==> config.mk <==
export PLATFORM = sky130hd
export DESIGN_NAME = keypad_scanner
export DESIGN_NICKNAME = d
export VERILOG_FILES = /design/src/rtl/vending_pkg.sv /design/src/rtl/sync_2ff.sv /design/src/rtl/keypad_scanner.sv
export SDC_FILE = /design/constraint.sdc
export NUM_CORES = 1
export LEC_CHECK = 0
export BUFFER_PORTS_ARGS = -buffer_cell sky130_fd_sc_hd__buf_2
export CAP_MARGIN = 25
export CORE_MARGIN = 2
export CORE_UTILIZATION = 40
export DETAILED_ROUTE_END_ITERATION = 10
export SYNTH_ARGS = -nofsm -noshare
export SYNTH_HDL_FRONTEND = slang
export SYNTH_HIERARCHICAL = 1
export SYNTH_SLANG_ARGS = --single-unit
export TNS_END_PERCENT = 50
==> constraint.sdc <==
create_clock -name clk -period 3 [get_ports clk]
set_clock_uncertainty 0.2 [all_clocks]
set_input_delay 0.6 -clock clk [delete_from_list [all_inputs] [get_ports clk]]
set_output_delay 0.6 -clock clk [all_outputs]
set_load 0.02 [all_outputs]
==> src/rtl/vending_pkg.sv <==
// Shared vending-machine definitions: keypad FSM states, row reset pattern,
// and key code constants for the 4x4 keypad layout (code = row*4 + column).
package vending_pkg;

  typedef enum logic [1:0] {
    ST_SCAN,
    ST_DEBOUNCE,
    ST_HOLD,
    ST_RELEASE
  } kp_state_t;

  localparam logic [3:0] ROW_RESET = 4'b1110;

  // Layout: 1 2 3 A / 4 5 6 B / 7 8 9 C / * 0 # D
  localparam logic [3:0] KEY_1 = 4'h0;
  localparam logic [3:0] KEY_2 = 4'h1;
  localparam logic [3:0] KEY_3 = 4'h2;
  localparam logic [3:0] KEY_A = 4'h3;
  localparam logic [3:0] KEY_4 = 4'h4;
  localparam logic [3:0] KEY_5 = 4'h5;
  localparam logic [3:0] KEY_6 = 4'h6;
  localparam logic [3:0] KEY_B = 4'h7;
  localparam logic [3:0] KEY_7 = 4'h8;
  localparam logic [3:0] KEY_8 = 4'h9;
  localparam logic [3:0] KEY_9 = 4'hA;
  localparam logic [3:0] KEY_C = 4'hB;
  localparam logic [3:0] KEY_CANCEL = 4'hC;
  localparam logic [3:0] KEY_0 = 4'hD;
  localparam logic [3:0] KEY_ENTER = 4'hE;
  localparam logic [3:0] KEY_D = 4'hF;

  function automatic logic key_is_digit(input logic [3:0] code);
    return (code[1:0] != 2'd3) && (code != KEY_CANCEL) && (code != KEY_ENTER);
  endfunction

  // BCD value of a digit key; non-digit keys return 4'hF.
  function automatic logic [3:0] key_digit(input logic [3:0] code);
    logic [3:0] d;
    d = 4'hF;
    if (code == KEY_0) begin
      d = 4'd0;
    end else if (key_is_digit(code)) begin
      d = 4'(code[3:2] * 2'd3 + code[1:0] + 1'd1);
    end
    return d;
  endfunction

endpackage

==> src/rtl/sync_2ff.sv <==
// Two-flop synchronizer for asynchronous inputs; flops reset to all-ones
// so idle (pulled-up) lines read as inactive out of reset.
module sync_2ff #(
  parameter int WIDTH = 4
) (
  input  logic             clk,
  input  logic             clr,
  input  logic [WIDTH-1:0] i_d,
  output logic [WIDTH-1:0] o_q
);

  logic [WIDTH-1:0] r_meta;
  logic [WIDTH-1:0] r_sync;

  always_ff @(posedge clk or posedge clr) begin
    if (clr) begin
      r_meta <= '1;
      r_sync <= '1;
    end else begin
      r_meta <= i_d;
      r_sync <= r_meta;
    end
  end

  assign o_q = r_sync;

endmodule

==> src/rtl/keypad_scanner.sv <==
// 4x4 matrix keypad front end: row scan on a free-running divider tick,
// press/release debounce, and one key code per press over valid/ack.
module keypad_scanner
  import vending_pkg::*;
#(
  parameter int SCAN_DIV       = 13,
  parameter int DEBOUNCE_SCANS = 4
) (
  input  logic       clk,
  input  logic       clr,
  input  logic [3:0] col,
  output logic [3:0] row,
  output logic [3:0] key_code,
  output logic       key_valid,
  input  logic       key_ack
);

  localparam logic [3:0] DB_LAST = 4'(DEBOUNCE_SCANS);

  logic [SCAN_DIV-1:0] r_div;
  logic                w_tick;
  logic [3:0]          w_cols;
  logic                w_pressed;
  logic [1:0]          w_col_idx;
  logic [3:0]          w_code;
  logic [3:0]          w_cnt_inc;
  logic                w_accept;

  kp_state_t  r_state;
  logic [1:0] r_row_idx;
  logic [3:0] r_row;
  logic [3:0] r_cand;
  logic [3:0] r_cnt;
  logic [3:0] r_key_code;
  logic       r_key_valid;

  sync_2ff #(.WIDTH(4)) u_col_sync (
    .clk (clk),
    .clr (clr),
    .i_d (col),
    .o_q (w_cols)
  );

  always_ff @(posedge clk or posedge clr) begin
    if (clr) r_div <= '0;
    else     r_div <= r_div + 1'b1;
  end

  assign w_tick    = &r_div;
  assign w_pressed = ~&w_cols;

  // Lowest-numbered low column wins when several keys share the row.
  always_comb begin
    w_col_idx = 2'd0;
    if (!w_cols[0])      w_col_idx = 2'd0;
    else if (!w_cols[1]) w_col_idx = 2'd1;
    else if (!w_cols[2]) w_col_idx = 2'd2;
    else if (!w_cols[3]) w_col_idx = 2'd3;
  end

  assign w_code    = {r_row_idx, w_col_idx};
  assign w_cnt_inc = r_cnt + 4'd1;
  assign w_accept  = w_tick && (r_state == ST_DEBOUNCE) && w_pressed &&
                     (w_code == r_cand) && (w_cnt_inc == DB_LAST);

  always_ff @(posedge clk or posedge clr) begin
    if (clr) begin
      r_state     <= ST_SCAN;
      r_row_idx   <= 2'd0;
      r_row       <= ROW_RESET;
      r_cand      <= '0;
      r_cnt       <= '0;
      r_key_code  <= '0;
      r_key_valid <= 1'b0;
    end else begin
      // A fresh accept takes priority over an ack landing in the same cycle.
      if (w_accept) begin
        r_key_code  <= r_cand;
        r_key_valid <= 1'b1;
      end else if (key_ack) begin
        r_key_valid <= 1'b0;
      end

      if (w_tick) begin
        case (r_state)
          ST_SCAN: begin
            if (w_pressed) begin
              r_cand  <= w_code;
              r_cnt   <= 4'd1;
              r_state <= ST_DEBOUNCE;
            end else begin
              r_row_idx <= r_row_idx + 2'd1;
              r_row     <= {r_row[2:0], r_row[3]};
            end
          end
          ST_DEBOUNCE: begin
            if (w_pressed && (w_code == r_cand)) begin
              r_cnt <= w_cnt_inc;
              if (w_cnt_inc == DB_LAST) r_state <= ST_HOLD;
            end else begin
              r_cnt     <= '0;
              r_row_idx <= r_row_idx + 2'd1;
              r_row     <= {r_row[2:0], r_row[3]};
              r_state   <= ST_SCAN;
            end
          end
          ST_HOLD: begin
            if (!w_pressed) begin
              r_cnt   <= 4'd1;
              r_state <= ST_RELEASE;
            end
          end
          ST_RELEASE: begin
            if (w_pressed) begin
              r_cnt   <= '0;
              r_state <= ST_HOLD;
            end else if (w_cnt_inc == DB_LAST) begin
              r_cnt     <= '0;
              r_row_idx <= r_row_idx + 2'd1;
              r_row     <= {r_row[2:0], r_row[3]};
              r_state   <= ST_SCAN;
            end else begin
              r_cnt <= w_cnt_inc;
            end
          end
          default: r_state <= ST_SCAN;
        endcase
      end
    end
  end

  assign row       = r_row;
  assign key_code  = r_key_code;
  assign key_valid = r_key_valid;

endmodule

==> results of run 1 <==
## layer usage
layer / global-route usage / vias up / routed length, um
li1: - / 601 / -
met1: 0.171 / 608 / 1450
met2: 0.208 / 15 / 1620
met3: 0.0302 / 7 / 85
met4: 0.0626 / 0 / 49
met5: 0 / - / 0
## layout by cell type (no fill, tap or decap), types with 3 or more instances in the layout
cell type,count
nand3_1,6
mux2_1,4
a32o_1,3
nand4_1,5
buf_2,15
nand2_1,12
o21ai_0,7
xor2_1,5
inv_1,7
xnor2_1,12
nor2_1,7
dfrtp_1,31
dfstp_2,11
clkbuf_8,6
ha_1,3
mux2_4,4
## final cells by class
class / count / area [sq um]
Multi-Input combinational cell: 107 / 827
Timing Repair Buffer: 16 / 82.6
Sequential cell: 42 / 1060
Fill cell: 435 / 2530
Clock buffer: 6 / 82.6
Clock inverter: 2 / 15.0
Inverter: 7 / 26.3
Tap cell: 54 / 67.6
## per-stage QoR
stage / setup slack (ps) / utilization
3_3_place_gp: 824 / 0.441
5_1_grt: 541 / 0.462
4_1_cts: 737 / 0.462
3_5_place_dp: 753 / 0.441
6_report: 761 / 0.462
2_1_floorplan: 962 / -
## worst reg2reg max path: stages (launching register included)
cell      delay (ps)
dfrtp_1          430
ha_1             240
nand2b_1         160
o21ai_0          200
a21oi_1          120
o21ai_1          230
nand3_2          190
mux2_1           350
## worst max path at each step
stage and end:
5_1_grt row[0], 6_report row[0], 3_3_place_gp row[0], 4_1_cts row[0], 3_5_place_dp row[0], 2_1_floorplan row[0]
## cells by family (layout without fill, tap and decap cells)
family / count (synthesis) / after routing
buffers and inverters: 9 / 31
adder cells (fa/ha/maj): 3 / 3
multiplexers: 11 / 11
XOR/XNOR: 17 / 17
AND/OR/NAND/NOR: 52 / 52
AO/OA/AOI/OAI: 24 / 24
flip-flops: 42 / 42
## power groups by stage
stage / clock network [W] / registers, W / logic (W)
after floorplan: 0 / 0.000589 / 0.0000139
after global placement: 0 / 0.000590 / 0.0000219
after detailed placement: 0 / 0.000590 / 0.0000230
after CTS: 0.000398 / 0.000580 / 0.0000231
after global routing: 0.000418 / 0.000580 / 0.0000257
final: 0.000386 / 0.000580 / 0.0000217
## registers in the layout, indices dropped and copies added (netlist names), 4 cells and up
name               flops
u_col_sync/r_meta      4
key_code               4
r_div                 13
r_cnt                  4
r_cand                 4
u_col_sync/o_q         4
row                    4
==> run_results.csv, run 1 <==
group,metric,value,unit
drt,post-route-drc-count,0,
synth,synth_flop_cell,"dfrtp_1",
sta,clock.fmax,0.447,GHz
clock_network,clockBufferDepth,2,
die,ios,16,
placed_design,place_inst,226,
setup_path,slowest_stage,"dfrtp_1",
synth,ys_ff_latch,42,
power,p_leak,1.00,nW
clock_network,ctsResizeCount,0,
synth,post-synth-top-count-cell,"dfrtp_1",
placed_design,portBuffers,15,
die,die_h,73.5,um
drt,num_vias,1231,
sta,period_share,0.746,
sta,holdWs,158,ps
clock_network,tritoncts,"yes",
power,p_int,0.000772,W
sta,finalMaxSlewViolations,0,
sta,worst_pin_slew,478,ps
clock_network,post_cts_buffers,0,
worst_hold_path,hold_path_depth,0,
setup_path,reg2reg_slack,760,ps
synth,ys_seq_area_frac,0.550,
setup_path,path_cells,"ha_1, nand2b_1, o21ai_0, a21oi_1, o21ai_1, nand3_2, mux2_1",
global_route,grt_pass1_wl,5450,um
setup_path,r2r_start,"r_cnt[0]",
layout,design_area,2170,sq um
power,p_switching,0.000216,W
layout,final_nets,189,
sta,slew_headroom,0.678,
power,p_per_area,456,nW/um^2
job,max_cap_viol_count,0,
power,power_frac_seq,0.587,
placed_design,dpl_cell_area,2070,sq um
layout,diodes,0,
die,start_util,0.412,
drt,vias_per_cell,5.26,
synth,yosysTopAreaCell,"dfrtp_1",
setup_path,crit_cells,7,
layout,syn_to_final_growth,12.0,%
layout,finalNonFillerCells,234,
setup_path,crit_family,"compound AO/OA/AOI/OAI gates",
placed_design,gp_congestion,0.803,
synth,synth.area.mux_share,0.0712,
die,die_w,73.5,um
synth,syn_area,1930,sq um
global_route,gr-total-overflow,0,
worst_hold_path,hold_path.class,"reg2reg",
synth,synth.area.top_cells,"dfrtp_1, dfstp_2, xnor2_1",
die,core-area,4690,sq um
power,clockPowerShare,0.391,
power,switching_share,0.218,
layout,drive_gt1_frac,0.306,
worst_hold_path,min_to,"u_col_sync/o_q[3]",
worst_hold_path,hp-start,"u_col_sync/r_meta[3]",
sta,setup_violations,0,
setup_path,cp-end-kind,"register",
synth,yosys.area_share.adder,0.0194,
drt,totalWireLength,3200,um
drt,drt-initial-drc-count,53,
sta,rsz0062_at_grt,"false",
power,power,0.000988,W
setup_path,critPathKind,"reg2reg",
synth,synth_cell_type_count,44,
setup_path,critPathLaunchType,"register",
placed_design,hpwl,2390,um
global_route,grt_use_total,0.132,
global_route,grt_max_degree,35,
setup_path,r2r_cells,7,
setup_path,crit_buf_inv,0,
clock_network,clk-insertion-delay-late,290,ps
setup_path,cp-startpoint,"r_cnt[0]",
sta,hold_viol,0,
synth,synth_top_area_frac,0.401,
clock_network,cts_buffers,5,
synth,synth_edf_count,0,
setup_path,required,2970,ps
synth,yosys.area_share.xor_xnor,0.0770,
synth,syn_nets,168,
drt,dr.pass1.iters,4,
synth,synth_warnings,6,
status,outcome,"finished, final reports clean",
power,ir_worst_vdd,0.000317,V
drt,detail_route.wl_per_cell,13.7,um
sta,period_minus_slack,2240,ps
synth,ys_top_cells_by_count,"dfrtp_1, nand2_1, xnor2_1",
clock_network,cts_sinks,42,
power,pwr-share-comb,0.022,
synth,synth_top_family_by_area,"simple AND/OR/NAND/NOR gates",
setup_path,worst_path_largest_cell_delay,430,ps
clock_network,ctsHoldBuffers,0,
setup_path,worstPathMaxFanout,5,
global_route,grt_pass1_vias,1197,
synth,synth-compound-area-share,0.0938,
synth,synthArstFlopShare,1.00,
drt,ant_nets,0,
clock_network,htreeDepth,2,
clock_network,clockRootBuffer,"clkbuf_8",
setup_path,cp.arrival,2210,ps
setup_path,rr_endpoint,"row[0]",
sta,setup-tns-final,0,ps
synth,synth_cells,158,
global_route,antenna_found_initial,0,
die,num_rows,25,
synth,syn-mean-instance-area,12.2,sq um
synth,synthSimpleGateAreaFrac,0.166,
clock_network,path_clk_slew,80,ps
die,die-area,5410,sq um
No activity file was read; power rests on OpenSTA's default activity.
==> run 2: changes to the inputs <==
==> constraint.sdc (replaced) <==
create_clock -name clk -period 2 [get_ports clk]
set_clock_uncertainty 0.2 [all_clocks]
set_input_delay 0.4 -clock clk [delete_from_list [all_inputs] [get_ports clk]]
set_output_delay 0.4 -clock clk [all_outputs]
set_load 0.02 [all_outputs]
==> run 2 against run 1 <==
Against the previous run:
- the run now ends with negative setup slack left
- critical path depth shrank 1
- total power up 56%
- sequential cell count unchanged
- routed wire length increased by 19%
- global-route usage up 2.5 points
- final cell count grew 9.8%
- clock power increased by 62%
- worst hold slack lost 160 ps
==> run_results.csv, run 2 (synthesized netlist as in run 1, its figures left out) <==
group,metric,value,unit
drt,dr.pass1.iters,4,
die,core-area,4690,sq um
layout,seq_area,1060,sq um
layout,drive_gt1_frac,0.433,
clock_network,cts_sinks,42,
sta,hold_viol,0,
clock_network,tritoncts,"yes",
setup_path,cp.arrival,2030,ps
sta,setup_slack,-46.1,ps
sta,worst_pin_slew,430,ps
placed_design,dpl_cell_area,2160,sq um
status,violations,"negative setup slack",
layout,multi_input_area,933,sq um
setup_path,critPathKind,"reg2reg",
die,ios,16,
sta,finalMaxSlewViolations,0,
power,p_int,0.00120,W
setup_path,critPathLaunchType,"register",
die,start_util,0.412,
die,die-area,5410,sq um
global_route,gr-total-overflow,0,
power,power_frac_seq,0.565,
die,die_w,73.5,um
clock_network,htreeDepth,2,
global_route,antenna_found_initial,0,
die,num_rows,25,
worst_hold_path,hold_path.class,"in2async",
setup_path,required,1980,ps
job,max_cap_viol_count,0,
layout,final_cell_mix,"dfrtp_1, buf_4, buf_2",
sta,period_minus_slack,2050,ps
power,ir_worst_vdd,0.000428,V
setup_path,path_cells,"buf_4, nor2_1, o211ai_1, a21o_2, nand3_4, mux2_4",
setup_path,slowest_stage,"dfstp_2",
drt,num_vias,1327,
clock_network,cts_buffers,5,
global_route,grt_max_degree,35,
global_route,grt_use_total,0.156,
placed_design,post-place-ws,-101,ps
setup_path,crit_family,"compound AO/OA/AOI/OAI gates",
layout,nFillCells,419,
setup_path,worst_path_largest_cell_delay,560,ps
sta,period_share,1.02,
layout,utilization,0.528,
clock_network,clk-insertion-delay-late,290,ps
sta,setup-tns-final,-168,ps
drt,ant_nets,0,
placed_design,hpwl,2570,um
drt,detail_route.wl_per_cell,14.8,um
drt,drt-initial-drc-count,51,
placed_design,gp_congestion,0.876,
global_route,grt_pass1_wl,6420,um
drt,vias_per_cell,5.16,
sta,clock.fmax,0.489,GHz
layout,largest_register_ffs,13,
sta,setup_violations,9,
layout,largest_register,"r_div",
layout,mostFrequentLayoutCell,"dfrtp_1",
power,p_leak,1.12,nW
sta,holdWs,0.199,ps
clock_network,path_clk_slew,80,ps
power,p_per_area,621,nW/um^2
layout,final_nets,212,
power,pwr-share-comb,0.029,
setup_path,crit_buf_inv,1,
setup_path,cp-end-kind,"register",
layout,design_area,2480,sq um
layout,diodes,0,
drt,post-route-drc-count,0,
power,switching_share,0.218,
placed_design,portBuffers,15,
status,outcome,"finished with violations",
die,die_h,73.5,um
global_route,grt_pass1_vias,1432,
setup_path,worstPathMaxFanout,5,
drt,totalWireLength,3810,um
layout,syn_to_final_growth,28.0,%
sta,rsz0062_at_grt,"true",
clock_network,clockRootBuffer,"clkbuf_8",
sta,slew_headroom,0.713,
clock_network,clockBufferDepth,2,
power,clockPowerShare,0.405,
power,p_switching,0.000335,W
## run 2: changes by cell type in the layout (fill, tap and decap cells not counted), sizes merged
cell	change
clkinvlp	+1
dlygate4sd3	+4
inv	-1
buf	+19
## run 2: metrics by stage
step	instances	power (W)
after detailed placement	238	0.000921
after global placement	238	0.000919
after CTS	255	0.00156
after global routing	257	0.00160
final	257	0.00154
after floorplan	158	0.000905
## run 2: routing by layer
layer,vias to the layer above,share of wire,wire length [um],global-route usage
met5,-,0,0,0
met1,654,0.45,1730,0.200
li1,644,-,-,-
met3,10,0.022,83,0.0329
met4,0,0.024,93,0.0788
met2,19,0.50,1900,0.251
## run 2: what timing repair did
action | 4_1_cts | 5_1_grt
hold endpoints to repair | 4 | 0
setup buffers | 5 | 2
setup endpoints to repair | 11 | 13
pin swaps | 8 | 10
hold buffers | 4 | 0
gates resized for setup | 6 | 18
## run 2: worst paths after layout
| path | start | end | cells past startpoint | slack, ps |
|---|---|---|---|---|
| min in group clk | key_ack | key_valid | 2 | 90 |
| max in group asynchronous | clr | row[1] | 3 | 1270 |
| worst max register to register | u_col_sync/o_q[1] | row[0] | 6 | -50 |
| worst max-delay path | u_col_sync/o_q[1] | row[0] | 6 | -50 |
| worst min-delay path | clr | key_code[2] | 3 | 0.2 |
| worst min register to register | u_col_sync/r_meta[0] | u_col_sync/o_q[0] | 0 | 160 |
## run 2: power by group through the flow
| stage | Sequential [W] | Clock (W) | Combinational (W) |
|---|---|---|---|
| after global placement | 0.000885 | 0 | 0.0000337 |
| after global routing | 0.000871 | 0.000681 | 0.0000520 |
| final | 0.000869 | 0.000624 | 0.0000452 |
| after CTS | 0.000870 | 0.000644 | 0.0000454 |
| after detailed placement | 0.000886 | 0 | 0.0000354 |
| after floorplan | 0.000884 | 0 | 0.0000208 |
## run 2: final cells by class
class | count | share of cell area
Sequential cell | 42 | 0.430
Multi-Input combinational cell | 107 | 0.377
Timing Repair Buffer | 39 | 0.112
Clock buffer | 6 | 0.0379
Tap cell | 54 | 0.0273
Inverter | 7 | 0.0106
Clock inverter | 2 | 0.00556
## run 2: tightest hold or removal path: cells and delay by family
kind                   cells  cell delay, ps
buffers and inverters      3             520
==> run 3: changes to the inputs <==
--- a/config.mk
+++ b/config.mk
@@ -5,11 +5,13 @@
 export SDC_FILE = /design/constraint.sdc
 export NUM_CORES = 1
 export LEC_CHECK = 0
+export ABC_AREA = 1
 export BUFFER_PORTS_ARGS = -buffer_cell sky130_fd_sc_hd__buf_2
 export CAP_MARGIN = 25
 export CORE_MARGIN = 2
 export CORE_UTILIZATION = 40
 export DETAILED_ROUTE_END_ITERATION = 10
+export GPL_TIMING_DRIVEN = 0
 export SYNTH_ARGS = -nofsm -noshare
 export SYNTH_HDL_FRONTEND = slang
 export SYNTH_HIERARCHICAL = 1
==> run 3 against run 2 <==
Against the previous run:
- the flow now finishes without violations
- count of clock-buffer cells in the layout stayed put
- utilization shrank 2.7 points
- final cell count rose by 23%
- synthesized cell count increased by 38%
- critical path depth grew 5
- global-route usage shrank 2.0 points
- total power grew 13%
- register-to-register slack better by 210 ps
- cell area shrank 4.5%
- non-clock buffer count is 16 lower
- sequential cell count did not move
- critical path type unchanged
- largest power group unchanged
==> run_results.csv, run 3 <==
group,metric,value,unit
setup_path,required,1990,ps
synth,syn_nets,228,
global_route,grt_pass1_wl,5550,um
layout,diodes,0,
synth,ys_seq_area_frac,0.542,
drt,ant_nets,0,
sta,period_minus_slack,1830,ps
die,core-area,4720,sq um
drt,drt-initial-drc-count,81,
synth,syn-mean-instance-area,9.01,sq um
layout,drive_gt1_frac,0.257,
synth,yosysTopAreaCell,"dfrtp_1",
placed_design,post-place-ws,121,ps
synth,synth_edf_count,0,
sta,slew_headroom,0.509,
job,max_cap_viol_count,0,
die,ios,16,
sta,setup-tns-final,0,ps
synth,synth_cell_type_count,20,
layout,finalNonFillerCells,316,
layout,largest_register,"r_div",
power,ir_worst_vdd,0.000488,V
setup_path,reg2reg_slack,170,ps
power,power,0.00174,W
clock_network,clk-insertion-delay-late,300,ps
setup_path,r2r_start,"u_col_sync/o_q[0]",
synth,ys_top_cells_by_count,"nand2_1, inv_1, dfrtp_1",
sta,setup_slack,168,ps
synth,synth_cells,218,
clock_network,tritoncts,"yes",
layout,final_cell_mix,"nand2_1, inv_1, dfrtp_1",
sta,clock.fmax,0.546,GHz
layout,largest_register_ffs,13,
worst_hold_path,hold_path.class,"in2async",
global_route,grt_pass1_vias,1308,
die,die_w,74.1,um
synth,syn_area,1960,sq um
synth,synth_warnings,6,
setup_path,cp-startpoint,"u_col_sync/o_q[0]",
clock_network,path_clk_slew,80,ps
drt,detail_route.wl_per_cell,10.1,um
die,num_rows,25,
die,start_util,0.416,
layout,final_nets,258,
clock_network,cts_sinks,42,
clock_network,htreeDepth,2,
clock_network,clockRootBuffer,"clkbuf_8",
power,p_leak,1.15,nW
power,p_per_area,735,nW/um^2
drt,dr.pass1.iters,4,
synth,synth.area.top_cells,"dfrtp_1, dfstp_2, nand2_1",
drt,totalWireLength,3190,um
setup_path,critPathKind,"reg2reg",
synth,synthArstFlopShare,1.00,
drt,post-route-drc-count,0,
synth,synth_flop_cell,"dfrtp_1",
setup_path,cp.arrival,1820,ps
layout,mostFrequentLayoutCell,"nand2_1",
drt,vias_per_cell,4.43,
sta,worst_pin_slew,736,ps
drt,num_vias,1400,
die,die_h,74.1,um
global_route,gr-total-overflow,0,
synth,synth_top_area_frac,0.395,
clock_network,clockBufferDepth,2,
placed_design,portBuffers,15,
sta,setup_violations,0,
setup_path,critPathLaunchType,"register",
status,outcome,"finished, final reports clean",
global_route,antenna_found_initial,0,
placed_design,hpwl,2390,um
synth,post-synth-top-count-cell,"nand2_1",
sta,hold_viol,0,
setup_path,worstPathMaxFanout,6,
global_route,grt_use_total,0.136,
sta,period_share,0.916,
setup_path,cp-end-kind,"register",
layout,syn_to_final_growth,20.3,%
placed_design,gp_congestion,0.772,
die,die-area,5490,sq um
sta,finalMaxSlewViolations,0,
placed_design,place_inst,301,
global_route,grt_max_degree,19,
synth,ys_ff_latch,42,
clock_network,cts_buffers,5,
sta,holdWs,23.8,ps
-- run 3: changes by cell type after synthesis, moves of 7 or more --
cell / before / now
o21ai_0: 7 / 16
inv_1: 7 / 35
xnor2_1: 12 / 5
nand2_2: 0 / 7
nand2_1: 12 / 56
-- run 3: path summary, 6_finish.rpt --
kind	end	cells after the start
worst min register to register	u_col_sync/o_q[0]	0
worst min-delay path	r_cand[1]	2
min in group clk	key_valid	2
worst max register to register	row[0]	11
worst max-delay path	row[0]	11
max in group asynchronous	row[2]	3
-- run 3: area by class of cell --
type | count | area, sq um
tap | 67 | 83.8
fill | 467 | 2360
clock inverter | 2 | 60.1
timing repair buffer | 23 | 165
multi-input combinational | 140 | 772
clock buffer | 6 | 82.6
sequential | 42 | 1060
inverter | 36 | 135
-- run 3: through the flow --
stage | utilization | instance area [sq um]
floorplan | - | 1960
global placement | 0.450 | 2120
detailed placement | 0.455 | 2150
CTS | 0.494 | 2330
global route | 0.500 | 2360
finish | 0.500 | 2360
-- run 3: what timing repair did --
item                       4_1_cts  5_1_grt
hold endpoints to repair         4        0
hold buffers                     4        0
setup endpoints to repair        0        5
resized for setup                0        4
buffers inserted                 0        3
-- run 3: cell families after synthesis --
| family | Yosys count | share of synthesized area |
|---|---|---|
| compound gates | 22 | 0.0567 |
| xor+xnor | 12 | 0.0535 |
| fa+ha+maj | 3 | 0.0191 |
| buf+inv | 36 | 0.0688 |
| flops | 42 | 0.542 |
| simple gates | 103 | 0.260 |
-- run 3: critical path: stages, from the launching register on --
cell,delay (ps)
dfstp_2,540
nand2_1,70
inv_1,100
nand2_2,100
nand2_1,90
nor2_2,50
nand3_2,100
nand2_2,90
nor2_4,180
inv_2,80
nand2_1,60
o21ai_1,60
-- run 3: layer usage --
| metal | routed length, um | track usage |
|---|---|---|
| met1 | 1580 | 0.172 |
| met2 | 1430 | 0.210 |
| met3 | 76 | 0.0244 |
| met4 | 104 | 0.0970 |
| met5 | 0 | 0 |
-- run 3: power breakdown --
| part | total [W] | internal, W | switching [W] |
|---|---|---|---|
| Combinational | 0.0000463 | 0.0000184 | 0.0000279 |
| Sequential | 0.000867 | 0.000864 | 0.00000355 |
| Clock | 0.000823 | 0.000532 | 0.000291 |
